`src/rtl/qed_dup_ctrl.sv`:
```
// qed_dup_ctrl: batch controller for the QED duplication path.
// Counts originals delivered by fetch (ORIG), then switches the QED block into
// duplicate mode (DUP) and replays exactly as many duplicates as were issued,
// holding fetch meanwhile. A replay starved for TIMEOUT unstalled cycles raises
// a sticky error. All outputs come straight from flops.
module qed_dup_ctrl #(
    parameter int BATCH   = 8,
    parameter int CNT_W   = 8,
    parameter int TIMEOUT = 16
) (
    input  logic             clk,
    input  logic             rst,
    input  logic             qed_mode,
    input  logic             ifu_vld,
    input  logic             stall_IF,
    input  logic             sync_req,
    input  logic             qed_vld,
    output logic             exec_dup,
    output logic             qed_ena,
    output logic             fetch_hold,
    output logic             batch_done,
    output logic             dup_err,
    output logic [CNT_W-1:0] pend_cnt
);

    // TIMEOUT is bounded to 255, so an 8-bit starve counter always suffices
    localparam int STV_W = 8;
    localparam logic [CNT_W-1:0] BATCH_C   = CNT_W'(BATCH);
    localparam logic [CNT_W-1:0] ONE_C     = CNT_W'(1);
    localparam logic [CNT_W-1:0] ZERO_C    = CNT_W'(0);
    localparam logic [STV_W-1:0] TIMEOUT_C = STV_W'(TIMEOUT);
    localparam logic [STV_W-1:0] STV_ONE_C = STV_W'(1);

    typedef enum logic [1:0] {
        ST_IDLE = 2'd0,
        ST_ORIG = 2'd1,
        ST_DUP  = 2'd2
    } state_t;

    state_t             state_r;
    state_t             state_s;
    logic [CNT_W-1:0]   pend_r;
    logic [CNT_W-1:0]   pend_s;
    logic [CNT_W-1:0]   next_cnt_s;
    logic [STV_W-1:0]   starve_r;
    logic [STV_W-1:0]   starve_s;
    logic               err_r;
    logic               err_s;
    logic               done_r;
    logic               done_s;
    logic               exec_dup_r;
    logic               fetch_hold_r;
    logic               qed_ena_r;
    logic               fire_o_s;
    logic               fire_d_s;

    assign fire_o_s   = (state_r == ST_ORIG) & ifu_vld & ~stall_IF;
    assign fire_d_s   = (state_r == ST_DUP)  & qed_vld & ~stall_IF;
    assign next_cnt_s = pend_r + (fire_o_s ? ONE_C : ZERO_C);

    // Next-state, batch counter and starvation bookkeeping
    always_comb begin
        state_s  = state_r;
        pend_s   = pend_r;
        starve_s = starve_r;
        done_s   = 1'b0;
        case (state_r)
            ST_IDLE: begin
                pend_s   = ZERO_C;
                starve_s = {STV_W{1'b0}};
                if (qed_mode) begin
                    state_s = ST_ORIG;
                end else begin
                    state_s = ST_IDLE;
                end
            end
            ST_ORIG: begin
                pend_s = next_cnt_s;
                // A full batch and a sync request on the same edge is one transition
                if (next_cnt_s == BATCH_C) begin
                    state_s = ST_DUP;
                end else if ((sync_req | ~qed_mode) && (next_cnt_s != ZERO_C)) begin
                    state_s = ST_DUP;
                end else if (~qed_mode) begin
                    state_s = ST_IDLE;
                end else begin
                    state_s = ST_ORIG;
                end
            end
            ST_DUP: begin
                if (fire_d_s) begin
                    starve_s = {STV_W{1'b0}};
                    // Decrement saturates at zero; a duplicate at zero cannot happen
                    if (pend_r != ZERO_C) begin
                        pend_s = pend_r - ONE_C;
                    end else begin
                        pend_s = pend_r;
                    end
                    // Last duplicate closes the batch; qed_mode only matters here
                    if (pend_r == ONE_C) begin
                        done_s  = 1'b1;
                        state_s = qed_mode ? ST_ORIG : ST_DUP;
                        if (!qed_mode) begin
                            state_s = ST_IDLE;
                        end else begin
                            state_s = ST_ORIG;
                        end
                    end else begin
                        state_s = ST_DUP;
                    end
                end else if (~stall_IF) begin
                    // Unstalled and no duplicate ready: starved cycle
                    if (starve_r != TIMEOUT_C) begin
                        starve_s = starve_r + STV_ONE_C;
                    end else begin
                        starve_s = starve_r;
                    end
                    state_s = ST_DUP;
                end else begin
                    // Stalled cycle neither counts nor clears starvation
                    starve_s = starve_r;
                    state_s  = ST_DUP;
                end
            end
            default: begin
                state_s  = ST_IDLE;
                pend_s   = ZERO_C;
                starve_s = {STV_W{1'b0}};
            end
        endcase
        err_s = err_r | (starve_s == TIMEOUT_C);
    end

    // FSM state and counters
    always_ff @(posedge clk or negedge rst) begin
        if (!rst) begin
            state_r  <= ST_IDLE;
            pend_r   <= ZERO_C;
            starve_r <= {STV_W{1'b0}};
            err_r    <= 1'b0;
            done_r   <= 1'b0;
        end else begin
            state_r  <= state_s;
            pend_r   <= pend_s;
            starve_r <= starve_s;
            err_r    <= err_s;
            done_r   <= done_s;
        end
    end

    // Output flops decoded from the next state so they align with state_r
    always_ff @(posedge clk or negedge rst) begin
        if (!rst) begin
            exec_dup_r   <= 1'b0;
            fetch_hold_r <= 1'b0;
            qed_ena_r    <= 1'b0;
        end else begin
            exec_dup_r   <= (state_s == ST_DUP);
            fetch_hold_r <= (state_s == ST_DUP);
            qed_ena_r    <= (state_s != ST_IDLE);
        end
    end

    assign exec_dup   = exec_dup_r;
    assign fetch_hold = fetch_hold_r;
    assign qed_ena    = qed_ena_r;
    assign batch_done = done_r;
    assign dup_err    = err_r;
    assign pend_cnt   = pend_r;

endmodule

```
`config.mk`:
```
export PLATFORM = sky130hd
export DESIGN_NAME = qed_dup_ctrl
export DESIGN_NICKNAME = d
export VERILOG_FILES = /design/src/rtl/qed_dup_ctrl.sv
export SDC_FILE = /design/constraint.sdc
export NUM_CORES = 1
export LEC_CHECK = 0
export CAP_MARGIN = 30
export CORE_UTILIZATION = 26
export CTS_CLUSTER_DIAMETER = 30
export CTS_CLUSTER_SIZE = 20
export DETAILED_ROUTE_END_ITERATION = 8
export HOLD_SLACK_MARGIN = 0.06
export PLACE_DENSITY = 0.54
export SYNTH_ARGS = -nofsm -noshare
export SYNTH_HDL_FRONTEND = slang
export SYNTH_SLANG_ARGS = --single-unit
```
`constraint.sdc`:
```
create_clock -name clk -period 4.7 [get_ports clk]
set_input_delay 0.94 -clock clk [delete_from_list [all_inputs] [get_ports clk]]
set_output_delay 0.94 -clock clk [all_outputs]
set_load 0.01 [all_outputs]
```
==> results summary <==
The run finished with clean final reports. The height of the chip came out at 80.82 um. The number of endpoints with negative hold slack in the final report came out at 0.

In this run the worst hold path is classified as reg2reg. The cts-stage hold buffer count came out at 0. The number of nets in the final layout came out at 223. 0 antenna diodes ended up in the layout. The proportion of register bits with asynchronous set or reset after synthesis is 100.0%.

The transition at the pin with the smallest max-transition slack is 809.5 ps. The final critical-path share of the clock period is 77.56%. Clock skew on the completed layout was measured at 6.372 ps. The congestion estimate from routability-driven global placement came to 0.8763. In this design, the stage delay of the slowest critical-path cell is 460 ps.

The wire length per cell came out at 14.63 um. The share of post-route cells with drive strength above 1 came out at 4.390%. The CTS tree is yes. Setup repair after global routing left no endpoint under its margin.

The critical path goes through inv_1 -> ha_1 -> clkinv_1 -> nor3b_1 -> ha_1 -> ha_1 -> nand3_1 -> or3_1 -> and4_4 -> and3_4 -> o41a_1 -> nand2b_1. The clock sink count is 22. The area occupied by registers is 550.5 um^2. The critical path is of the reg2reg type. The maximum clock frequency came out at 274.3 MHz. The library cell occupying the most area in the post-synthesis netlist is sky130_fd_sc_hd__dfrtp_1. The area occupied by multi-input gates is 968.4 um^2. The largest fanout of any net on the critical path is 12. The worst endpoint data arrival time is 3810 ps. The post-detailed-route DRC marker count came out at 0.

The area share of fa/ha/maj cells after synthesis came out at 7.746%. The count of buffers from port buffering came out at 19. The total global-route track usage came out at 13.40%. Yosys attributes the largest share of cell area to sky130_fd_sc_hd__dfrtp_1 34%, sky130_fd_sc_hd__ha_1 7.7%, sky130_fd_sc_hd__nand2_1 5.3%.

The number of nets produced by synthesis is 207. Power spread over the standard cell area amounts to 537.2 mW/mm^2. The via count of the first global-routing pass is 1437. The slowest stage of the critical path belongs to the cell sky130_fd_sc_hd__ha_1. The number of rows created at floorplan is 28. VDD sags by at most 0.1739 mV. The commonest register cell after synthesis is sky130_fd_sc_hd__dfrtp_1. The cell area that synthesis handed to floorplanning was 0.001615 mm^2. The synthesized-area fraction occupied by and/or/nand/nor cells is 26.57%. Setup violations remaining at the end of the flow were counted as 0. The most instantiated library cell after synthesis is sky130_fd_sc_hd__nand2_1.

The starting utilization of the core area came out at 27.12%. Broken down by cell family, the worst path's largest delay share belongs to simple AND/OR/NAND/NOR gates. The number of enable flip-flop cells after synthesis is 0. The largest net degree at the start of global routing came out at 15. After routing the design area is 0.001934 mm^2.

Counting every instance in the synthesized netlist gives 190. Sequential cells were found to cover 34.08% of the synthesized design area. The leakage power total came out at 0.7897 nW.

Using the TritonRoute via totals, the vias-per-cell ratio works out to 5.250. The warning count from the yosys run came out at 0. The average instance area after synthesis came out at 8.502 um^2. Counting flops and latches in the post-synthesis netlist gives 22. The complex-gate fraction of the synthesized area came out at 23.47%. The placeable core area is 0.005956 mm^2. Ranked by instance count, the synthesized netlist is headed by 23 x sky130_fd_sc_hd__nand2_1, 22 x sky130_fd_sc_hd__dfrtp_1, 12 x sky130_fd_sc_hd__o21ai_0. The routed design has 4096 um of wire. Multiplexer cells account for 0% of the synthesized area. The number of buffers and inverters on the critical path is 2. The most common cell type on the critical path is sky130_fd_sc_hd__ha_1. The number of vias in the routed layout came out at 1470. Synthesis instantiated 52 different standard cells from the library. The top-level port count came out at 20. The first global-routing pass estimated 6803 um of wire. For this block, the initial DRC count from the detailed router was 129. The post-cts resize count came out at 0.

The worst setup path is captured at a flip-flop. No sink is reached through more buffers than the 2 on the longest clock path. The clock transition at the register clock pins on the worst setup and hold paths after CTS came out at 90 ps. The count of nets left with antenna violations once routing finished came out at 0. The design draws 0.001039 W. After filler insertion, the fill cell instance count of the layout stands at 626. The final max-slew violation count came out at 0. The instance area at placement came out at 0.001863 mm^2. The x dimension of the die came out at 80.82 um. At the later pin of the worst-skew pair, clock insertion delay measures 270 ps. The startpoint kind of the worst setup timing path is a flip-flop. The maximum level of the CTS H-tree came out at 1. Counting I/O delays and the setup requirement, the final critical path takes 3645 ps. The post-synthesis to final-layout area growth is 19.75%. The pre-antenna-repair detailed-routing pass consisted of 4 iterations. The sum of negative setup slack is 0 ps. The total of max-cap violations is 0. The synthesized design devotes to its leading area cell type 34.08% of total area.

In this run the clock root is driven by a sky130_fd_sc_hd__clkbuf_8. Of the total synthesized cell area, the portion taken by XOR and XNOR cells is 2.169%. The dominant combinational cell family by area after synthesis is simple AND/OR/NAND/NOR gates.

The HPWL after detailed placement came out at 3089 um. The initial antenna violation count is 0. The die area came out at 0.006532 mm^2. In this run the tightest slew margin relative to its limit is 46.03%. The worst endpoint required time came out at 4870 ps. The aggregate global routing overflow came out at 0. After clock tree synthesis, the setup repair step added 0 buffers. The total CTS buffers came out at 3.
## worst reg2reg max path, stage by stage, from the launching register on
cell and delay, ps:
sky130_fd_sc_hd__dfrtp_1 420, sky130_fd_sc_hd__inv_1 90, sky130_fd_sc_hd__ha_1 460, sky130_fd_sc_hd__clkinv_1 420
sky130_fd_sc_hd__nor3b_1 300, sky130_fd_sc_hd__ha_1 240, sky130_fd_sc_hd__ha_1 260, sky130_fd_sc_hd__nand3_1 150
sky130_fd_sc_hd__or3_1 360, sky130_fd_sc_hd__and4_4 190, sky130_fd_sc_hd__and3_4 150, sky130_fd_sc_hd__o41a_1 340
sky130_fd_sc_hd__nand2b_1 150
## through the flow
step                setup slack (ps)  cells  util (%)  hold slack [ps]
CTS                             1047    280     32.48            469.0
global placement                1027    275     31.03            442.8
global route                   718.0    280     32.48            483.7
finish                          1055    280     32.48            465.2
floorplan                       1603    190         -            493.2
detailed placement             975.2    276     31.28            448.1
## cell families after synthesis
family | Yosys count
xor+xnor | 4
compound gates | 55
fa+ha+maj | 10
simple gates | 78
buf+inv | 21
flops | 22
## area by class of cell
cell class                 instances  share of cell area, %
multi-input combinational        147                  50.06
sequential                        22                  28.46
timing repair buffer              20                  10.61
tap                               75                  4.851
inverter                          12                  2.329
clock buffer                       3                  2.135
clock inverter                     1                  1.552
## where the power goes
group | switching, W | internal, W | total (W)
logic | 0.000313 | 0.000251 | 0.000564
registers | 0.0000653 | 0.000226 | 0.000291
clock network | 0.0000698 | 0.000114 | 0.000184
## registers in the layout, indices dropped and copies added, names as in the netlist
name and flops:
batch_done 1, dup_err 1, qed_ena 1, fetch_hold 1
state_r 2, pend_cnt 8, starve_r 8
## placed cells by master, fill, tap and decap left out, types with 2 or more instances in the layout
cell type                         synthesis  routed
sky130_fd_sc_hd__nor2_1                  11      11
sky130_fd_sc_hd__nor3b_1                  3       3
sky130_fd_sc_hd__nor2b_1                  5       5
sky130_fd_sc_hd__o22ai_1                  2       2
sky130_fd_sc_hd__o211ai_1                 2       2
sky130_fd_sc_hd__a22o_1                   3       3
sky130_fd_sc_hd__nand4b_1                 2       2
sky130_fd_sc_hd__nor4b_1                  2       2
sky130_fd_sc_hd__clkbuf_8                 0       3
sky130_fd_sc_hd__nand2_1                 23      23
sky130_fd_sc_hd__nand3_1                  7       7
sky130_fd_sc_hd__nor4_1                   2       2
sky130_fd_sc_hd__nor3_1                   8       8
sky130_fd_sc_hd__or3_1                    2       2
sky130_fd_sc_hd__a211o_1                  2       2
sky130_fd_sc_hd__nand2b_1                 3       3
sky130_fd_sc_hd__a31oi_1                  5       5
sky130_fd_sc_hd__xnor2_1                  4       4
sky130_fd_sc_hd__a21oi_1                  8       8
sky130_fd_sc_hd__a21boi_0                 2       2
sky130_fd_sc_hd__a21o_1                   3       3
sky130_fd_sc_hd__o21ai_0                 12      12
sky130_fd_sc_hd__dfrtp_1                 22      22
sky130_fd_sc_hd__clkdlybuf4s50_1          0      19
sky130_fd_sc_hd__inv_1                   11      11
sky130_fd_sc_hd__a22oi_1                  2       2
sky130_fd_sc_hd__ha_1                    10      10
sky130_fd_sc_hd__and2_1                   3       3
## routing by layer
metal | share of wire (%) | track usage (%) | vias up
met5 | 0 | 0 | -
met4 | 0.76 | 3.393 | 0
met3 | 3.1 | 1.011 | 2
met2 | 47 | 23.19 | 28
met1 | 49 | 17.89 | 711
li1 | - | - | 729
## worst paths after layout
kind / start / endpoint / slack [ps] / cells after the start
max: state_r[1]$_DFF_PN0_ / qed_ena$_DFF_PN0_ / 1050 / 12
min in group asynchronous: rst / starve_r[4]$_DFF_PN0_ / 1020 / 1
max in group asynchronous: rst / batch_done$_DFF_PN0_ / 3200 / 2
min reg2reg: dup_err$_DFF_PN0_ / dup_err$_DFF_PN0_ / 470 / 1
max reg2reg: state_r[1]$_DFF_PN0_ / qed_ena$_DFF_PN0_ / 1050 / 12
min: dup_err$_DFF_PN0_ / dup_err$_DFF_PN0_ / 470 / 1
Note: power is estimated with default switching activity, not from simulation.
